<file path="src/rtl/puf_helper_encoder.sv">
// puf_helper_encoder: streams one 6-bit parity beat per 16-bit PUF word.
// Define HD_CHECKSUM_EN to append an XOR-of-parities checksum beat.
`ifndef IPID_WIDTH
`define IPID_WIDTH 32
`endif
`ifndef IPID_N
`define IPID_N 4
`endif

module puf_helper_encoder #(
    parameter int puf_sig_length = `IPID_WIDTH,
    parameter int ipid_N         = `IPID_N
) (
    input  logic                                   clk,
    input  logic                                   rst_n,
    input  logic                                   enc_start,
    input  logic [puf_sig_length-1:0]              enc_puf_in,
    input  logic [$clog2(ipid_N)-1:0]              enc_ipid_number,
    output logic [5:0]                             hd_data,
    output logic [$clog2(puf_sig_length/16+1)-1:0] hd_word_idx,
    output logic [$clog2(ipid_N)-1:0]              hd_ipid,
    output logic                                   hd_valid,
    output logic                                   hd_last,
    input  logic                                   hd_ready,
    output logic                                   enc_busy,
    output logic                                   enc_done
);
    localparam int W  = puf_sig_length / 16;
    localparam int IW = $clog2(W + 1);
    localparam int PW = $clog2(ipid_N);
`ifdef HD_CHECKSUM_EN
    localparam int NB = W + 1;
`else
    localparam int NB = W;
`endif
    localparam logic [IW-1:0] LAST_IDX = IW'(NB - 1);

    typedef enum logic [1:0] {
        IDLE,
        SEND,
        DONE
    } state_t;

    state_t                    state_q, state_d;
    logic [puf_sig_length-1:0] sig_q, sig_d;
    logic [PW-1:0]             ipid_q, ipid_d;
    logic [IW-1:0]             idx_q, idx_d;
    logic [5:0]                par_q, par_d;
    logic                      last_q, last_d;
    logic [IW-1:0]             idx_nxt;
    logic [5:0]                wpar;
`ifdef HD_CHECKSUM_EN
    logic [5:0]                csum_q, csum_d;
`endif

    function automatic logic [5:0] parity16(input logic [15:0] d);
        logic [5:0] p;
        p[0] = d[2] ^ d[5] ^ d[7] ^ d[9] ^ d[11] ^ d[14];
        p[1] = d[1] ^ d[4] ^ d[7] ^ d[8] ^ d[10] ^ d[13]
             ^ d[14] ^ d[15];
        p[2] = d[0] ^ d[4] ^ d[5] ^ d[6] ^ d[9] ^ d[10]
             ^ d[11] ^ d[12] ^ d[14] ^ d[15];
        p[3] = (^d[4:0]) ^ (^d[15:9]);
        p[4] = d[3] ^ d[6] ^ d[8] ^ d[9] ^ d[12] ^ d[13] ^ d[15];
        p[5] = (^d[9:0]) ^ d[14] ^ d[15];
        return p;
    endfunction

    function automatic logic [15:0] word_at(
        input logic [puf_sig_length-1:0] s,
        input logic [IW-1:0]             k
    );
        logic [15:0] w;
        w = '0;
        for (int i = 0; i < W; i++) begin
            if (IW'(i) == k) w = s[16*i +: 16];
        end
        return w;
    endfunction

    // Next-state logic: capture on start, advance one word per handshake.
    always_comb begin
        state_d = state_q;
        sig_d   = sig_q;
        ipid_d  = ipid_q;
        idx_d   = idx_q;
        par_d   = par_q;
        last_d  = last_q;
`ifdef HD_CHECKSUM_EN
        csum_d  = csum_q;
`endif
        idx_nxt = idx_q + IW'(1);
        wpar    = parity16(word_at(sig_q, idx_nxt));
        unique case (state_q)
            IDLE: begin
                if (enc_start) begin
                    state_d = SEND;
                    sig_d   = enc_puf_in;
                    ipid_d  = enc_ipid_number;
                    idx_d   = '0;
                    par_d   = parity16(enc_puf_in[15:0]);
                    last_d  = (LAST_IDX == '0);
`ifdef HD_CHECKSUM_EN
                    csum_d  = parity16(enc_puf_in[15:0]);
`endif
                end
            end
            SEND: begin
                if (hd_ready) begin
                    if (last_q) begin
                        state_d = DONE;
                    end else begin
                        idx_d  = idx_nxt;
                        last_d = (idx_nxt == LAST_IDX);
`ifdef HD_CHECKSUM_EN
                        if (idx_nxt == IW'(W)) begin
                            par_d = csum_q;
                        end else begin
                            par_d  = wpar;
                            csum_d = csum_q ^ wpar;
                        end
`else
                        par_d = wpar;
`endif
                    end
                end
            end
            DONE: begin
                state_d = IDLE;
            end
            default: begin
                state_d = IDLE;
            end
        endcase
    end

    // State and datapath registers, cleared asynchronously.
    always_ff @(posedge clk or negedge rst_n) begin
        if (!rst_n) begin
            state_q <= IDLE;
            sig_q   <= '0;
            ipid_q  <= '0;
            idx_q   <= '0;
            par_q   <= '0;
            last_q  <= 1'b0;
`ifdef HD_CHECKSUM_EN
            csum_q  <= '0;
`endif
        end else begin
            state_q <= state_d;
            sig_q   <= sig_d;
            ipid_q  <= ipid_d;
            idx_q   <= idx_d;
            par_q   <= par_d;
            last_q  <= last_d;
`ifdef HD_CHECKSUM_EN
            csum_q  <= csum_d;
`endif
        end
    end

    assign hd_valid    = (state_q == SEND);
    assign hd_last     = last_q & hd_valid;
    assign hd_data     = par_q;
    assign hd_word_idx = idx_q;
    assign hd_ipid     = ipid_q;
    assign enc_busy    = (state_q != IDLE);
    assign enc_done    = (state_q == DONE);

endmodule

</file>
<file path="config.mk">
export PLATFORM = sky130hd
export DESIGN_NAME = puf_helper_encoder
export DESIGN_NICKNAME = d
export VERILOG_FILES = /design/src/rtl/puf_helper_encoder.sv
export SDC_FILE = /design/constraint.sdc
export NUM_CORES = 1
export LEC_CHECK = 0
export BUFFER_PORTS_ARGS = -buffer_cell sky130_fd_sc_hd__buf_2
export CAP_MARGIN = 10
export CORE_MARGIN = 4
export CORE_UTILIZATION = 37
export DETAILED_ROUTE_END_ITERATION = 8
export GPL_TIMING_DRIVEN = 0
export PLACE_DENSITY_LB_ADDON = 0.3
export SYNTH_ARGS = -nofsm -noshare
export SYNTH_HDL_FRONTEND = slang
export SYNTH_SLANG_ARGS = --single-unit
export TNS_END_PERCENT = 50
</file>
<file path="constraint.sdc">
create_clock -name clk -period 2.1 [get_ports clk]
set_input_delay 0.63 -clock clk [delete_from_list [all_inputs] [get_ports clk]]
set_output_delay 0.63 -clock clk [all_outputs]
set_load 0.005 [all_outputs]
</file>
* Word-level counts from Yosys, hierarchy flattened
Index checks and enable logic that the tools add are counted.
Widths: inputs -> output; s select.
** Storage, ports and cells
- Register bits after elaboration :: 45
- Bits of input ports :: 38
- Output and inout bits :: 14
- Word-level logic and storage cells :: 108
** Operators by class
- Add/subtract/negate cells :: 1
- Equality and inequality tests :: 8
- Multiplexer cells :: 18
- Bitwise logic cells :: 61
- Reduce and logical (&&, ||, !) cells :: 14
** Operators with widths (count)
- $xor 1x1->1 :: 60
- $mux 16 :: 2
- $reduce_xor 10->1 :: 2
- $mux 6 :: 3
- $reduce_xor 7->1 :: 2
- $mux 2 :: 6
- $pmux 6 s2 :: 1
- $reduce_xor 5->1 :: 2
- $pmux 2 s2 :: 2
- $reduce_and 3->1 :: 2
- $eq 2x1->1 const B :: 2
- $logic_not 2->1 :: 2
- $ne 2x1->1 const B :: 2
- $ne 2x2->1 const B :: 2
- $reduce_and 4->1 :: 1
- $reduce_bool 2->1 :: 2
- $mux 1 :: 3
- $add 2x1->2 const B :: 1
- $eq 1x2->1 const A :: 1
- $eq 2x2->1 const B :: 1
- $pmux 1 s2 :: 1
- $reduce_and 2->1 :: 1
- $and 1x1->1 :: 1

* Depth between registers and ports, before layout
Gate-level depths: netlist (run 1).
- Word-level depth :: 16
- Mapped depth :: 9
- Depth with buffers taken out :: 8

* Least setup slack after synthesis (run 1)
Ideal clock, no wire load.
- Path kind :: input-to-reg
- Start :: input port hd_ready
- End :: register ipid_q[1], in the netlist hd_ipid[1]
- Library setup time :: 0.125 ns
- Arrival time :: 1.822 ns
- Required time :: 1.975 ns
- Path slack :: 0.153 ns
- Stages :: 6
- Path buffers :: 2
- Cell sequence :: nand3b_1 a21o_1 nor2_1 buf_2 buf_2 mux2_2
** RTL lines
- start: declaration :: line 24 : input logic hd_ready,
- end signal: assignment :: line 152 : ipid_q <= ipid_d;
- end: declaration :: line 46 : logic [PW-1:0] ipid_q, ipid_d;

* Worst setup path after layout (run 1)
- Start :: register state_q[0]
- End :: register sig_q[2]
** On the way
- Cells in the longest elaborated chain, start to end :: 2
** RTL lines
- start: declaration :: line 44 : state_t state_q, state_d;
- start signal: assignment :: line 150 : state_q <= state_d;
- $logic_not 2->1 :: line 94 : unique case (state_q)
- $reduce_and 2->1 (no source line)
- end signal: assignment :: line 151 : sig_q <= sig_d;
- end: declaration :: line 45 : logic [puf_sig_length-1:0] sig_q, sig_d;
Every way passes these cells.
A chain may end at the register's enable or synchronous reset.

==> results.yml, run 1 <==
power_and_ir_drop:
  switching_share_pct: 39.45
  pwr-share-comb_pct: 64.4
  p_int_mw: 3.827
  p_switching_mw: 2.493
  power.share.clock_pct: 8.1
  power_density_mw_per_mm2: 1930
  report.power.total_mw: 6.320
  seq_power_share_pct: 27.5
  ir_worst_vdd_uv: 690.5
  leakage_nw: 1.437
clock_network:
  hold_buffers: 0
  cts-root-buf: "clkbuf_8"
  cts_inserted_buffers: 5
  cts_max_path_buffers: 2
  cts_tree: "done"
  clock-sinks: 45
  cts_max_level: 2
  worstSkewPairLatency_ns: 0.30
  path_clk_slew_ns: 0.08
routing:
  met1Wirelength_um: 2531
  detail-route-antenna-nets: 0
  dr.pass1.iters: 4
  via_per_inst: 4.681
  dr_wl_met3_um: 192
  post_drt_wl_per_cell_um: 14.74
  post-route-drc-count: 0
  drt_iter0_drc: 48
  highest_layer: "met4"
  wl_met2_um: 2869
  drt_wl_total_um: 5674
  num_vias: 1802
setup_path:
  path_class: "flip-flop to flip-flop"
  cpPeakStageDelay_ns: 0.46
  crit_chain: "nand2b_1, a21o_1, nor2_1, clkbuf_4, buf_4, mux2_2"
  critPathSlowestCell: "dfrtp_1"
  arrival_ns: 2.14
  path_max_fanout: 10
  crit_path_end_kind: "flip-flop"
  start_kind: "flip-flop"
  critPathRequiredTime_ns: 2.28
timing:
  setup_viol: 0
  min_period_ns: 1.963
  slew_violations: 0
  worstMarginPinSlew_ns: 1.008
  rsz0062_at_grt: "no"
  holdWs_ns: 0.4779
  finalClockSkew_ns: 0.008334
  hold_viol: 0
  fin_ws_ns: 0.1366
  fmax_mhz: 509.3
  fin_crit_sh_pct: 93.50
  relSlewSlack_pct: 32.82
floorplan:
  coreArea_mm2: 0.007214
  dieArea_mm2: 0.008825
  pin_count: 52
  placementRows: 31
  dieHeight_um: 93.94
  initial_core_util_pct: 37.88
  die_x_um: 93.94
place:
  dpl_worst_slack_ns: -0.2248
  place_area_mm2: 0.003112
  dpl.hpwl_um: 4397
  routabilityCongestion: 0.7904
  numPortBuffers: 51
job:
  max-cap-violations: 0
logic_synthesis:
  synth_nets: 263
  synth_area_per_cell_um2: 12.25
  synth_cell_types: 33
  syn-cell-area_mm2: 0.002733
  yosys_warnings: 0
  synth_cells: 223
  ys_seq_elements: 45
  yosysSeqAreaShare_pct: 41.21
global_route:
  grt-ovfl-total: 0
  antenna_found_initial: 0
  grt_pass1_wl_um: 9397
  grt_pass1_vias: 1871
  track_usage_pct: 13.94
  grt_max_degree: 46
finish:
  n_fill_cell: 707
  finish.instance_area_mm2: 0.003274
  seqCellArea_mm2: 0.001126
  area_growth_syn_to_layout_pct: 19.83
  final_nets: 325
  drive_gt1_share_pct: 40.56
  multi_input_area_mm2: 0.001592
  n_antenna_cell: 0
worst_hold_path:
  hold_class: "flip-flop to flip-flop"
outcome:
  status: "complete, no violations"
-- power groups by stage --
stage          logic (mW)  clock network, mW  registers [mW]
2_1_floorplan        3.12                  0            1.67
3_3_place_gp         3.86                  0            1.75
3_5_place_dp         3.91                  0            1.76
4_1_cts              3.97              0.536            1.74
5_1_grt              4.46              0.571            1.81
6_report             4.07              0.513            1.74
-- Yosys cell counts, drive strengths merged --
| master | number | area share (%) |
|---|---|---|
| a21o | 1 | 0.27 |
| o21ai | 5 | 0.92 |
| nor2 | 5 | 0.69 |
| buf | 5 | 1.1 |
| inv | 4 | 0.55 |
| clkinv | 1 | 0.14 |
| xor3 | 4 | 3.5 |
| mux2 | 35 | 14 |
| o2bb2ai | 1 | 0.32 |
| or2 | 1 | 0.23 |
| nand3b | 1 | 0.27 |
| dfrtp | 45 | 41 |
| xnor3 | 3 | 2.5 |
| and2 | 1 | 0.23 |
| mux2i | 1 | 0.37 |
| a221oi | 1 | 0.55 |
| o31ai | 2 | 0.55 |
| nor2b | 3 | 0.69 |
| nor3 | 1 | 0.18 |
| a21oi | 2 | 0.37 |
| nand2 | 8 | 1.1 |
| a31oi | 1 | 0.23 |
| xor2 | 23 | 7.6 |
| xnor2 | 49 | 16 |
| a22oi | 13 | 4.1 |
| ha | 2 | 0.92 |
| clkbuf | 2 | 0.27 |
| and3 | 1 | 0.23 |
| nand2b | 2 | 0.46 |
-- layer usage --
| metal | track usage, % | vias up |
|---|---|---|
| met5 | 0 | - |
| met4 | 4.212 | 0 |
| met3 | 3.446 | 7 |
| met2 | 23.65 | 30 |
| met1 | 17.45 | 876 |
| li1 | - | 889 |
-- kinds of logic after synthesis --
family | synth area share [%]
muxes | 14.79
adders and majority gates | 0.9156
DFF | 41.21
AOI/OAI and AO/OA | 7.326
buffers and inverters | 2.106
xor gates and xnor gates | 29.58
and+or+nand+nor | 4.076
-- per-stage QoR --
| step | std cells | setup TNS [ns] | utilization, % |
|---|---|---|---|
| 4_1_cts | 381 | 0 | 44.45 |
| 5_1_grt | 385 | 0 | 45.39 |
| 2_1_floorplan | 223 | 0 | - |
| 3_5_place_dp | 373 | -3.589 | 43.13 |
| 6_report | 385 | 0 | 45.39 |
| 3_3_place_gp | 373 | -3.583 | 43.13 |
-- sequential cells by signal (all words and copies together) (netlist names) --
register	count
hd_data	6
hd_ipid	2
hd_word_idx	2
last_q	1
sig_q	32
state_q	2
-- final timing paths --
check | from | endpoint | slack (ns) | cells after the start
setup / recovery | state_q[0]$_DFFE_PN0P_ | sig_q[2]$_DFFE_PN0P_ | 0.14 | 6
hold / removal | hd_data[0]$_DFFE_PN0P_ | hd_data[0]$_DFFE_PN0P_ | 0.48 | 2
setup reg to reg | state_q[0]$_DFFE_PN0P_ | sig_q[2]$_DFFE_PN0P_ | 0.14 | 6
hold reg to reg | hd_data[0]$_DFFE_PN0P_ | hd_data[0]$_DFFE_PN0P_ | 0.48 | 2
max in group asynchronous | rst_n | sig_q[14]$_DFFE_PN0P_ | 0.97 | 1
min in group asynchronous | rst_n | hd_ipid[0]$_DFFE_PN0P_ | 0.50 | 1
-- worst max-delay path, delay by kind of cell (launching register included) --
family	cells	cell delay, ns
buffers and inverters	2	0.47
DFF	1	0.46
muxes	1	0.35
and+or+nand+nor	2	0.33
AOI/OAI and AO/OA	1	0.25
-- timing repair --
item                                    in CTS  in global routing
resized for setup                            4                 11
pin swaps                                    0                  4
endpoints found under the setup margin      22                 20
buffers inserted                             0                  4
-- layout by cell type, fill, tap and decap left out --
| master | instances |
|---|---|
| o21ai_0 | 5 |
| a21o_1 | 1 |
| dfrtp_1 | 45 |
| clkbuf_4 | 1 |
| xor3_1 | 4 |
| xnor3_1 | 3 |
| nor2b_2 | 1 |
| buf_6 | 1 |
| a22oi_2 | 5 |
| a31oi_1 | 1 |
| nand2_1 | 8 |
| clkinv_2 | 1 |
| clkbuf_1 | 4 |
| ha_2 | 1 |
| xor2_2 | 1 |
| a21oi_1 | 2 |
| a22oi_1 | 8 |
| ha_4 | 1 |
| clkbuf_8 | 5 |
| nand3b_1 | 1 |
| clkbuf_2 | 1 |
| xnor2_2 | 2 |
| and3_1 | 1 |
| xor2_1 | 22 |
| or2_2 | 1 |
| nand2b_4 | 1 |
| and2_1 | 1 |
| xnor2_1 | 47 |
| o2bb2ai_1 | 1 |
| a221oi_2 | 1 |
| inv_1 | 4 |
| nor3_1 | 1 |
| nor2_1 | 5 |
| nand2b_1 | 1 |
| mux2i_1 | 1 |
| buf_2 | 52 |
| mux2_2 | 35 |
| buf_4 | 6 |
| o31ai_1 | 2 |
| nor2b_1 | 2 |
-- layout make-up --
cell class	count	area share (%)
multi-input cells	166	48.61
flip-flops and latches	45	34.39
repair buffers	55	8.712
well taps	99	3.783
clock buffers	8	2.446
plain buffers	7	1.452
inverters	5	0.6114
Note: power is estimated with default switching activity, not from simulation.
==> run 2, diff against run 1 <==
Settings changed: RECOVER_POWER set to 50, SETUP_SLACK_MARGIN set to 0.4.
==> run 2 against run 1 <==
Against the previous run: worst hold slack improved by 0.016 ns; clock skew is 0.0026 ns lower; global-route usage rose by 0.28 points; worst setup slack improved by 0.046 ns; critical endpoint is now hd_data[2]$_DFFE_PN0P_; largest cell class unchanged; largest power group unchanged.
==> results.yml, run 2 (synthesis results as in run 1) <==
timing:
  relSlewSlack_pct: 24.99
  finalClockSkew_ns: 0.005725
  slew_violations: 0
  fmax_mhz: 521.5
  worstMarginPinSlew_ns: 1.125
  min_period_ns: 1.917
  rsz0062_at_grt: "yes"
  fin_crit_sh_pct: 91.31
  setup_viol: 0
  fin_ws_ns: 0.1825
  hold_viol: 0
finish:
  area_growth_syn_to_layout_pct: 26.42
  mostFrequentLayoutCell: "buf_2"
  n_antenna_cell: 0
  final_util_pct: 47.88
  largest_register_ffs: 32
  final_nets: 333
  final_cell_count_no_fill: 392
  mostFrequentLayoutCells: "buf_2, xnor2_1, dfrtp_1"
  n_fill_cell: 706
  regMostFlops: "sig_q"
  drive_gt1_share_pct: 45.39
clock_network:
  path_clk_slew_ns: 0.08
  cts_inserted_buffers: 5
  cts-root-buf: "clkbuf_8"
  cts_tree: "done"
  cts_max_level: 2
  clock-sinks: 45
  worstSkewPairLatency_ns: 0.29
  cts_max_path_buffers: 2
  hold_buffers: 0
floorplan:
  pin_count: 52
  die_x_um: 93.94
  placementRows: 31
  dieHeight_um: 93.94
  coreArea_mm2: 0.007214
  initial_core_util_pct: 37.88
  dieArea_mm2: 0.008825
routing:
  dr_wl_met3_um: 182
  num_vias: 1802
  via_per_inst: 4.597
  highest_layer: "met4"
  met1Wirelength_um: 2695
  dr.pass1.iters: 4
  post_drt_wl_per_cell_um: 14.92
  post-route-drc-count: 0
  drt_wl_total_um: 5849
  wl_met2_um: 2881
  detail-route-antenna-nets: 0
  drt_iter0_drc: 26
global_route:
  grt-ovfl-total: 0
  grt_max_degree: 46
  antenna_found_initial: 0
  grt_pass1_vias: 1957
  grt_pass1_wl_um: 9632
  track_usage_pct: 14.23
place:
  dpl.hpwl_um: 4518
  routabilityCongestion: 0.8005
  numPortBuffers: 51
  dp.cells: 373
  dpl_worst_slack_ns: -0.008688
setup_path:
  crit_path_end_kind: "flip-flop"
  reg2reg_depth: 9
  r2r_end: "hd_data[2]$_DFFE_PN0P_"
  rr_startpoint: "hd_word_idx[0]$_DFFE_PN0P_"
  critPathRequiredTime_ns: 2.34
  start_kind: "flip-flop"
  rrSetupSlack_ns: 0.18
  path_max_fanout: 10
  arrival_ns: 2.16
  path_class: "flip-flop to flip-flop"
worst_hold_path:
  min-delay-start: "hd_data[0]$_DFFE_PN0P_"
  min_to: "hd_data[0]$_DFFE_PN0P_"
  hold_path_depth: 2
  hold_class: "flip-flop to flip-flop"
job:
  max-cap-violations: 0
power_and_ir_drop:
  power_density_mw_per_mm2: 1963
  leakage_nw: 1.506
  ir_worst_vdd_uv: 745.6
outcome:
  status: "complete, no violations"
-- run 2: cell types whose count changed in the layout (fill, tap and decap cells not counted), sizes merged --
cell and delta:
buf +5, clkbuf +2
-- run 2: worst max-delay path by stage --
stage | from | slack [ns] | depth (start not counted) | endpoint
after floorplan | hd_ready | 0.30 | 6 | hd_ipid[1]$_DFFE_PN0P_
after global placement | enc_puf_in[15] | 0.003 | 7 | hd_data[4]$_DFFE_PN0P_
after detailed placement | enc_puf_in[15] | -0.009 | 7 | hd_data[4]$_DFFE_PN0P_
after CTS | hd_word_idx[0]$_DFFE_PN0P_ | 0.18 | 8 | hd_data[2]$_DFFE_PN0P_
after global routing | hd_word_idx[1]$_DFFE_PN0P_ | 0.07 | 9 | hd_data[4]$_DFFE_PN0P_
final | hd_word_idx[0]$_DFFE_PN0P_ | 0.18 | 9 | hd_data[2]$_DFFE_PN0P_
-- run 2: layer usage --
metal  up-vias  global-route usage (%)
met3         8                   2.724
met2        33                   24.42
met4         0                   4.332
met5         -                       0
li1        898                       -
met1       863                   18.05
-- run 2: worst max-delay path: stages (launching register included) --
cell       delay [ns]
dfrtp_1          0.42
inv_2            0.07
ha_4             0.18
buf_6            0.14
clkbuf_16        0.16
a22oi_2          0.16
xnor3_1          0.38
xnor2_2          0.20
nand2_1          0.08
nand2_1          0.06
-- run 2: timing repair --
action | in CTS | in global routing
gates resized for setup | 17 | 7
pin swaps | 9 | 10
endpoints found under the setup margin | 42 | 43
setup buffers | 10 | 2
-- run 2: layout make-up --
class	instances	area (µm²)	share of cell area (%)
multi-input cells	166	1658	47.99
inverters	5	23.77	0.6882
clock buffers	7	86.33	2.499
repair buffers	63	349.1	10.11
well taps	99	123.9	3.586
flip-flops and latches	45	1129	32.67
plain buffers	7	85.08	2.463
-- run 2: per-stage QoR --
stage	TNS [ns]	power, mW	hold slack (ns)	instance area, µm²
after global placement	0	5.787	0.4672	3184
after floorplan	0	4.978	0.3344	2805
after CTS	0	6.754	0.4936	3415
final	0	6.782	0.4935	3455
after detailed placement	-0.01777	5.853	0.4752	3184
after global routing	0	7.292	0.5336	3455
-- run 2: where the power goes --
part           switching, mW  internal (mW)
logic                   1.92           2.57
clock network          0.282          0.261
registers              0.434           1.32
total                   2.63           4.15
